<file path="config.mk">
export PLATFORM = sky130hd
export DESIGN_NAME = polyeta_unpack_ctrl
export DESIGN_NICKNAME = d
export VERILOG_FILES = /design/src/rtl/polyeta_pkg.sv /design/src/rtl/polyeta_coeff_decode.sv /design/src/rtl/polyeta_unpack_ctrl.sv
export SDC_FILE = /design/constraint.sdc
export NUM_CORES = 1
export LEC_CHECK = 0
export ABC_AREA = 0
export CAP_MARGIN = 30
export CORE_MARGIN = 2
export CORE_UTILIZATION = 42
export CTS_CLUSTER_SIZE = 14
export DETAILED_ROUTE_END_ITERATION = 10
export HOLD_SLACK_MARGIN = 0.1
export PLACE_DENSITY = 0.78
export SYNTH_ARGS = -nofsm -noshare
export SYNTH_HDL_FRONTEND = slang
export SYNTH_SLANG_ARGS = --single-unit
</file>
<file path="constraint.sdc">
create_clock -name clk -period 3.1 [get_ports clk]
set_input_delay 0.62 -clock clk [delete_from_list [all_inputs] [get_ports clk]]
set_output_delay 0.62 -clock clk [all_outputs]
set_load 0.02 [all_outputs]
</file>
<file path="src/rtl/polyeta_pkg.sv">
// Shared constants and controller state type for the polyeta unpack datapath.
package polyeta_pkg;
  localparam int N               = 256;
  localparam int ETA             = 4;
  localparam int COEFFS_PER_WORD = 8;

  typedef enum logic [1:0] {
    IDLE,
    FETCH,
    EMIT,
    FIN
  } ctrlState_e;
endpackage

</file>
<file path="src/rtl/polyeta_coeff_decode.sv">
// Combinational nibble decoder: coeff = ETA - t as 32-bit signed, plus a flag for t > 2*ETA.
module polyeta_coeff_decode
  import polyeta_pkg::*;
#(
  parameter int ETA = polyeta_pkg::ETA
) (
  input  logic        [3:0]  nibble_i,
  output logic signed [31:0] coeff_o,
  output logic               rangeErr_o
);

  localparam logic signed [31:0] ETA_S   = 32'(ETA);
  localparam logic        [31:0] LIMIT_U = 32'(2 * ETA);

  logic [31:0] nibbleWide;

  assign nibbleWide = {28'd0, nibble_i};
  assign coeff_o    = ETA_S - $signed(nibbleWide);
  assign rangeErr_o = (nibbleWide > LIMIT_U);

endmodule

</file>
<file path="src/rtl/polyeta_unpack_ctrl.sv">
// Unpacks 32-bit words of eight 4-bit nibbles into signed coefficients, 256 per polynomial.
// Optional sticky range check on t > 2*ETA is built only when POLYETA_RANGE_CHECK_EN is defined.
module polyeta_unpack_ctrl
  import polyeta_pkg::*;
#(
  parameter int ETA       = polyeta_pkg::ETA,
  parameter int MAX_POLYS = 8
) (
  input  logic               clk,
  input  logic               rst_n,
  input  logic               start,
  input  logic        [3:0]  num_polys,
  input  logic        [31:0] in_word,
  input  logic               in_valid,
  output logic               in_ready,
  output logic signed [31:0] out_coeff,
  output logic        [7:0]  out_addr,
  output logic        [2:0]  out_poly,
  output logic               out_valid,
  input  logic               out_ready,
  output logic               busy,
  output logic               done,
  output logic               err
);

  localparam logic [3:0] MAX_P     = 4'(MAX_POLYS);
  localparam logic [2:0] LAST_NIB  = 3'(COEFFS_PER_WORD - 1);
  localparam logic [7:0] LAST_ADDR = 8'(N - 1);

  ctrlState_e state_q, state_d;
  logic [3:0]  numPolys_q, numPolys_d;
  logic [31:0] word_q, word_d;
  logic [2:0]  nibIdx_q, nibIdx_d;
  logic [7:0]  addr_q, addr_d;
  logic [2:0]  poly_q, poly_d;

  logic               acceptStart;
  logic               lastPoly;
  logic [3:0]         curNibble;
  logic signed [31:0] decCoeff;
  logic               rangeErr;

  assign acceptStart = (state_q == IDLE) && start;
  assign lastPoly    = ({1'b0, poly_q} == (numPolys_q - 4'd1));
  assign curNibble   = word_q[{nibIdx_q, 2'b00} +: 4];

  polyeta_coeff_decode #(
    .ETA(ETA)
  ) uDecode (
    .nibble_i  (curNibble),
    .coeff_o   (decCoeff),
    .rangeErr_o(rangeErr)
  );

  always_comb begin
    state_d    = state_q;
    numPolys_d = numPolys_q;
    word_d     = word_q;
    nibIdx_d   = nibIdx_q;
    addr_d     = addr_q;
    poly_d     = poly_q;
    in_ready   = 1'b0;
    out_valid  = 1'b0;
    busy       = 1'b0;
    done       = 1'b0;

    unique case (state_q)
      IDLE: begin
        if (acceptStart) begin
          numPolys_d = (num_polys > MAX_P) ? MAX_P : num_polys;
          nibIdx_d   = '0;
          addr_d     = '0;
          poly_d     = '0;
          state_d    = (num_polys == 4'd0) ? FIN : FETCH;
        end
      end
      FETCH: begin
        in_ready = 1'b1;
        busy     = 1'b1;
        if (in_valid) begin
          word_d   = in_word;
          nibIdx_d = '0;
          state_d  = EMIT;
        end
      end
      EMIT: begin
        out_valid = 1'b1;
        busy      = 1'b1;
        if (out_ready) begin
          nibIdx_d = nibIdx_q + 3'd1;
          addr_d   = addr_q + 8'd1;
          // Word exhausted: fetch the next one unless this closed the final polynomial.
          if (nibIdx_q == LAST_NIB) begin
            state_d = FETCH;
            if (addr_q == LAST_ADDR) begin
              poly_d = poly_q + 3'd1;
              if (lastPoly) begin
                state_d = FIN;
              end
            end
          end
        end
      end
      FIN: begin
        done    = 1'b1;
        state_d = IDLE;
      end
      default: state_d = IDLE;
    endcase
  end

  always_ff @(posedge clk or negedge rst_n) begin
    if (!rst_n) begin
      state_q    <= IDLE;
      numPolys_q <= '0;
      word_q     <= '0;
      nibIdx_q   <= '0;
      addr_q     <= '0;
      poly_q     <= '0;
    end else begin
      state_q    <= state_d;
      numPolys_q <= numPolys_d;
      word_q     <= word_d;
      nibIdx_q   <= nibIdx_d;
      addr_q     <= addr_d;
      poly_q     <= poly_d;
    end
  end

  assign out_coeff = out_valid ? decCoeff : '0;
  assign out_addr  = addr_q;
  assign out_poly  = poly_q;

`ifdef POLYETA_RANGE_CHECK_EN
  logic err_q, err_d;

  always_comb begin
    err_d = err_q;
    if (acceptStart) begin
      err_d = 1'b0;
    end else if (out_valid && out_ready && rangeErr) begin
      err_d = 1'b1;
    end
  end

  always_ff @(posedge clk or negedge rst_n) begin
    if (!rst_n) begin
      err_q <= 1'b0;
    end else begin
      err_q <= err_d;
    end
  end

  assign err = err_q;
`else
  // Range flag is discarded when checking is compiled out.
  logic unusedRange;
  assign unusedRange = rangeErr;
  assign err         = 1'b0;
`endif

endmodule

</file>
==> metrics.cfg, run 1 <==
[status]
status=finished clean

[finish]
fin_nets=364
area_delta_synth_final_pct=27.8
final_util_pct=54.7
nFillCells=594
finalInstanceArea_um2=3680
layout-drive-gt1-share_pct=29.3
antenna_cells=0

[power]
swShare_pct=38.2
p_leak_nw=1.62
power_frac_comb_pct=50.3
vdd_ir_drop_max_mv=0.385
power_w=0.00337
p_per_area_nw_per_um2=916
p_int_w=0.00208
p_seq_share_pct=33.2
p_switching_w=0.00128
clkPwrFrac_pct=16.6

[synth]
synthesis.area_um2=2880
ys_top_cells_by_area=dfrtp_1, mux2_2, buf_4
synth_cell_types=33
yosysTopAreaCell=dfrtp_1
yosys_register_bits=52
synth-seq-area-share_pct=45.2
syn_nets=297
yosys_warnings=0
synth.avg_cell_area_um2=11.7
syn-instance-count=246
synth_top_area_share_pct=45.2

[timing]
setup_viol=0
maxSlewHeadroom_pct=66.2
fin_hold_ws_ns=0.260
fin_skew_ns=0.00574
finalWorstSetupSlack_ns=0.0914
max_freq_mhz=332
slew_violations=0
hold_viol_final=0
worst_slew_pin_slew_ns=0.508
period_share_pct=97.1
min_period_ns=3.01

[route]
viasPerCell=4.94
wl_um=5710
drc=0
ant_nets=0
drt_first_pass_iters=4
highest_layer=met4
routed-wl-met2_um=2830
wl_met3_um=269
vias=1947
met1_length_um=2530
drt_iter0_markers=41
avgRoutedWirePerCell_um=14.5

[setup_path]
required_ns=2.48
endpoint_kind=output pin
crit_fanout=28
setup.worst_path.class=reg2out
crit_arrival_ns=2.39
start_kind=register

[clocking]
ctsHoldBuffers=0
numCtsBuffers=5
clockBufferDepth=2
root_buffer=clkbuf_8
clock_latency_ns=0.31
htreeDepth=2
cts_sinks=52
cts_tree=yes
cts.clk_slew.worst_paths_ns=0.10

[global_routing]
antenna_found_initial=0
grt_overflow=0
grt_max_degree=33
grt_pass1_vias=1932
grt_first_pass_wirelength_um=9290
grt_usage_pct=15.9

[place]
port_buffers=87
place_congestion=0.732
hpwl_um=4290
dp_slack_ns=0.0121
placedInstanceArea_um2=3670

[worst_hold_path]
hp-class=in2async

[floorplanning]
die-width_um=86.8
coreArea_um2=6720
die_area_um2=7530
start_util_pct=42.8
rows=30
ios=89
die_y_um=86.8

[flow_run]
cap_viol_max_count=0

[layer usage]
metal / track usage, % / vias up
met5: 0 / -
met4: 5.11 / 0
met3: 4.19 / 5
met2: 26.6 / 45
met1: 20.2 / 936
li1: - / 961
[stage by stage]
| step | cells | TNS, ns |
|---|---|---|
| 6_report | 394 | 0 |
| 5_1_grt | 394 | -0.00549 |
| 4_1_cts | 393 | -0.121 |
| 3_5_place_dp | 385 | 0 |
| 3_3_place_gp | 385 | 0 |
| 2_1_floorplan | 246 | 0 |
[sequential cells by signal, indices dropped and copies added, names as in the netlist]
signal,cells
state_q,2
word_q,32
nibIdx_q,3
out_addr,8
out_poly,3
numPolys_q,4
[cells in the mapped netlist (all sizes together)]
cell type,number
a211oi,1
a21oi,5
a22o,1
a31oi,1
and2,1
and3,3
buf,33
clkbuf,1
conb,1
dfrtp,52
ha,10
inv,10
mux2,34
mux2i,6
mux4,8
nand2,14
nand2b,5
nand3,8
nand4,2
nor2,16
nor2b,2
nor3,2
nor4,2
o211ai,1
o21ai,11
o221ai,1
o22ai,1
or2,2
xnor2,5
xor2,7
[cell type report]
cell class	count	area [um2]	area share [%]
Clock buffer	5	68.8	1.87
Clock inverter	3	68.8	1.87
Inverter	10	37.5	1.02
Multi-Input combinational cell	150	1300	35.5
Sequential cell	52	1300	35.5
Tap cell	80	100	2.72
Timing Repair Buffer	94	793	21.6
[worst max-delay path: stages, from the launching register on]
cell             delay, ns
dfrtp_2               0.49
mux4_2                0.39
mux2i_4               0.08
ha_2                  0.18
or2_2                 0.33
a21oi_4               0.18
buf_12                0.17
clkdlybuf4s15_2       0.27
[power by group through the flow]
stage	sequential [W]	clock [W]	combinational [W]
6_report	0.00112	0.000558	0.00169
5_1_grt	0.00115	0.000600	0.00185
4_1_cts	0.00111	0.000574	0.00176
3_5_place_dp	0.00112	0	0.00183
3_3_place_gp	0.00110	0	0.00179
2_1_floorplan	0.00106	0	0.00137
[cell usage in the layout (no fill, tap or decap), types with 3 or more instances in the layout]
master and n:
a21oi_1 4, and3_1 3, buf_4 6, clkbuf_2 27, clkbuf_8 5, clkdlybuf4s50_1 55
dfrtp_1 50, dlygate4sd2_1 3, ha_1 9, inv_1 10, mux2_2 34, mux2i_2 3
mux4_1 4, mux4_2 4, nand2_1 14, nand2b_1 5, nand3_1 8, nor2_1 16
o21ai_0 11, xnor2_1 5, xor2_1 7
[worst paths after layout]
kind	startpoint	slack [ns]	cells past startpoint	end
min in group clk	word_q[3]	0.51	1	word_q[3]
max reg2reg	state_q[0]	1.07	7	out_poly[0]
max in group asynchronous	rst_n	2.04	2	nibIdx_q[1]
min	rst_n	0.26	1	word_q[14]
min reg2reg	word_q[3]	0.51	1	word_q[3]
max	nibIdx_q[1]	0.09	7	out_coeff[20]
[what timing repair did]
item | in CTS | in global routing
endpoints found under the setup margin | 31 | 29
setup buffers | 0 | 1
gates resized for setup | 63 | 34
[kinds of logic (layout without fill, tap and decap cells)]
family | Yosys count | count (layout) | share of synthesized area, %
AO/OA/AOI/OAI | 22 | 22 | 4.35
XOR/XNOR | 12 | 12 | 3.65
adder cells (fa/ha/maj) | 10 | 10 | 4.35
buffers and inverters | 44 | 112 | 9.79
flip-flops | 52 | 52 | 45.2
multiplexers | 48 | 48 | 23.1
other | 1 | 1 | 0.130
AND/OR/NAND/NOR | 57 | 57 | 9.35
Power figures use the tool's default switching activity.
==> run 2, diff against run 1 <==
--- a/config.mk
+++ b/config.mk
@@ -6,6 +6,7 @@
 export NUM_CORES = 1
 export LEC_CHECK = 0
 export ABC_AREA = 0
+export ABC_CLOCK_PERIOD_IN_PS = 3100
 export CAP_MARGIN = 30
 export CORE_MARGIN = 2
 export CORE_UTILIZATION = 42
==> results of run 2 <==
No change in the layout: final DEF, timing and power equal those of run 1.
==> run 3, diff against run 2 <==
--- a/config.mk
+++ b/config.mk
@@ -6,7 +6,6 @@
 export NUM_CORES = 1
 export LEC_CHECK = 0
 export ABC_AREA = 0
-export ABC_CLOCK_PERIOD_IN_PS = 3100
 export CAP_MARGIN = 30
 export CORE_MARGIN = 2
 export CORE_UTILIZATION = 42
==> results of run 3 <==
No change in the layout: final DEF, timing and power equal those of run 1.
==> variant (settings of run 1) <==
Re-encode `ctrlState_e` (4 states) as Gray code, 2 bits wide.
--- a/src/rtl/polyeta_pkg.sv
+++ b/src/rtl/polyeta_pkg.sv
@@ -7,6 +7,6 @@
   typedef enum logic [1:0] {
-    IDLE,
-    FETCH,
-    EMIT,
-    FIN
+    IDLE  = 2'b00,
+    FETCH = 2'b01,
+    EMIT  = 2'b11,
+    FIN   = 2'b10
   } ctrlState_e;
Formal check against the unedited RTL: no difference found for any inputs over 10 cycles, from zero or initial values and one cycle with rst_n low; not proved beyond that.
==> variant against run 1 <==
- cell area up 4.4%
- register-to-register slack worse by 0.03 ns
- sequential cell count unchanged
- routed wire length up 3.6%
- area after synthesis up 0.65%
- combinational power up 91%
- power up 44%
- clock power down 15%
- setup slack worse by 0.0045 ns
- critical endpoint is now out_coeff[18]
- highest routed layer unchanged
==> variant: results (changes against run 1) <==
[run_status]
status=completed

[detailed_routing]
first_pass_iters=3  ; -1
totalWireLength_um=5910  ; +3.6%

[setup_path]
reg2reg_setup_slack_ns=1.04  ; -0.03 ns
crit_start=nibIdx_q[0]
slowest_delay_ns=0.56  ; +0.07 ns
cp_max_fo=14  ; -50%
r2r_cells=6  ; -1
worstSetupEndpoint=out_coeff[18]
cpLargestDelayFamily=multiplexers

[final_layout]
nFillCells=561  ; -5.6%
fin_cells=400  ; +1.5%
final_nets=366  ; +0.55%
drive_gt1_share_pct=22.81  ; -6.5 points

[placement]
dp.cells=391  ; +1.6%
finalWeightedCongestion=0.8698  ; +19%
pre_cts_ws_ns=-0.3458  ; -0.3579 ns
dpl_cell_area_um2=3696  ; +0.78%

[power]
ir_drop_mv=0.4995  ; +30%

[global_route]
grt_pass1_vias=2005  ; +3.8%
grtUsageTotal_pct=16.24  ; +0.31 points
grt_pass1_wl_um=9549  ; +2.7%

[synthesis]
synthTopCellsByCount=52 x dfrtp_1, 30 x mux2_2, 29 x buf_4
synth_area_leaders=dfrtp_1 45%, mux2_2 12%, buf_4 7.5%, mux4_2 6.2%, ha_1 2.6%
seq_area_frac_synth_pct=44.94  ; -0.29 points
synth_cell_types=45  ; +36%

## variant: routing by layer
layer  GRT usage, %  vias up  part of all wire [%]
met4          5.256        0                   1.0
li1               -     1000                     -
met3          3.697        4                   5.2
met1          21.59     1007                    45
met5              0        -                     0
met2          26.37       63                    48
## variant: metrics by stage
stage / hold WS (ns) / utilization (%)
2_1_floorplan: 0.3244 / -
3_3_place_gp: 0.4763 / 55.01
3_5_place_dp: 0.4762 / 55.01
4_1_cts: 0.2048 / 56.42
5_1_grt: 0.2024 / 57.13
6_report: 0.2032 / 57.13
## variant: worst register-to-register path, delay by kind of cell, from the launching register on
family	cells	cell delay (ns)
AOI/OAI and AO/OA	2	0.56
and+or+nand+nor	1	0.50
DFF	1	0.43
adders and majority gates	1	0.20
xor gates and xnor gates	1	0.16
buffers and inverters	1	0.08
## variant: worst min-delay path by stage
stage	startpoint	slack [ns]	end
global placement	word_q[20]	0.48	word_q[20]
global route	rst_n	0.20	out_addr[5]
floorplan	rst_n	0.32	nibIdx_q[0]
detailed placement	word_q[9]	0.48	word_q[9]
CTS	rst_n	0.20	out_addr[5]
finish	rst_n	0.20	out_addr[5]
## variant: layout make-up
class | instances | area, um^2 | share of cell area (%)
Sequential cell | 52 | 1303 | 33.93
Tap cell | 80 | 100.1 | 2.608
Inverter | 8 | 30.03 | 0.7823
Clock buffer | 6 | 72.57 | 1.890
Multi-Input combinational cell | 151 | 1339 | 34.88
Timing Repair Buffer | 101 | 955.9 | 24.90
Clock inverter | 2 | 38.79 | 1.010
## variant: repair_timing
item,in CTS,in global routing
pin swaps,1,1
gates resized for setup,36,21
endpoints found under the setup margin,31,30
cloned,1,0
## variant: cells by family after synthesis
| family | after synthesis | share of synthesized area [%] |
|---|---|---|
| simple gates | 55 | 10.03 |
| flops | 52 | 44.94 |
| buf+inv | 49 | 10.46 |
| mux | 47 | 21.26 |
| compound gates | 31 | 7.563 |
| xor+xnor | 10 | 3.025 |
| fa+ha+maj | 6 | 2.593 |
| other cells | 1 | 0.1295 |
## variant: power breakdown
part | switching (uW) | internal, uW
clock | 228 | 244
combinational | 1740 | 1490
sequential | 213 | 941
total | 2180 | 2680
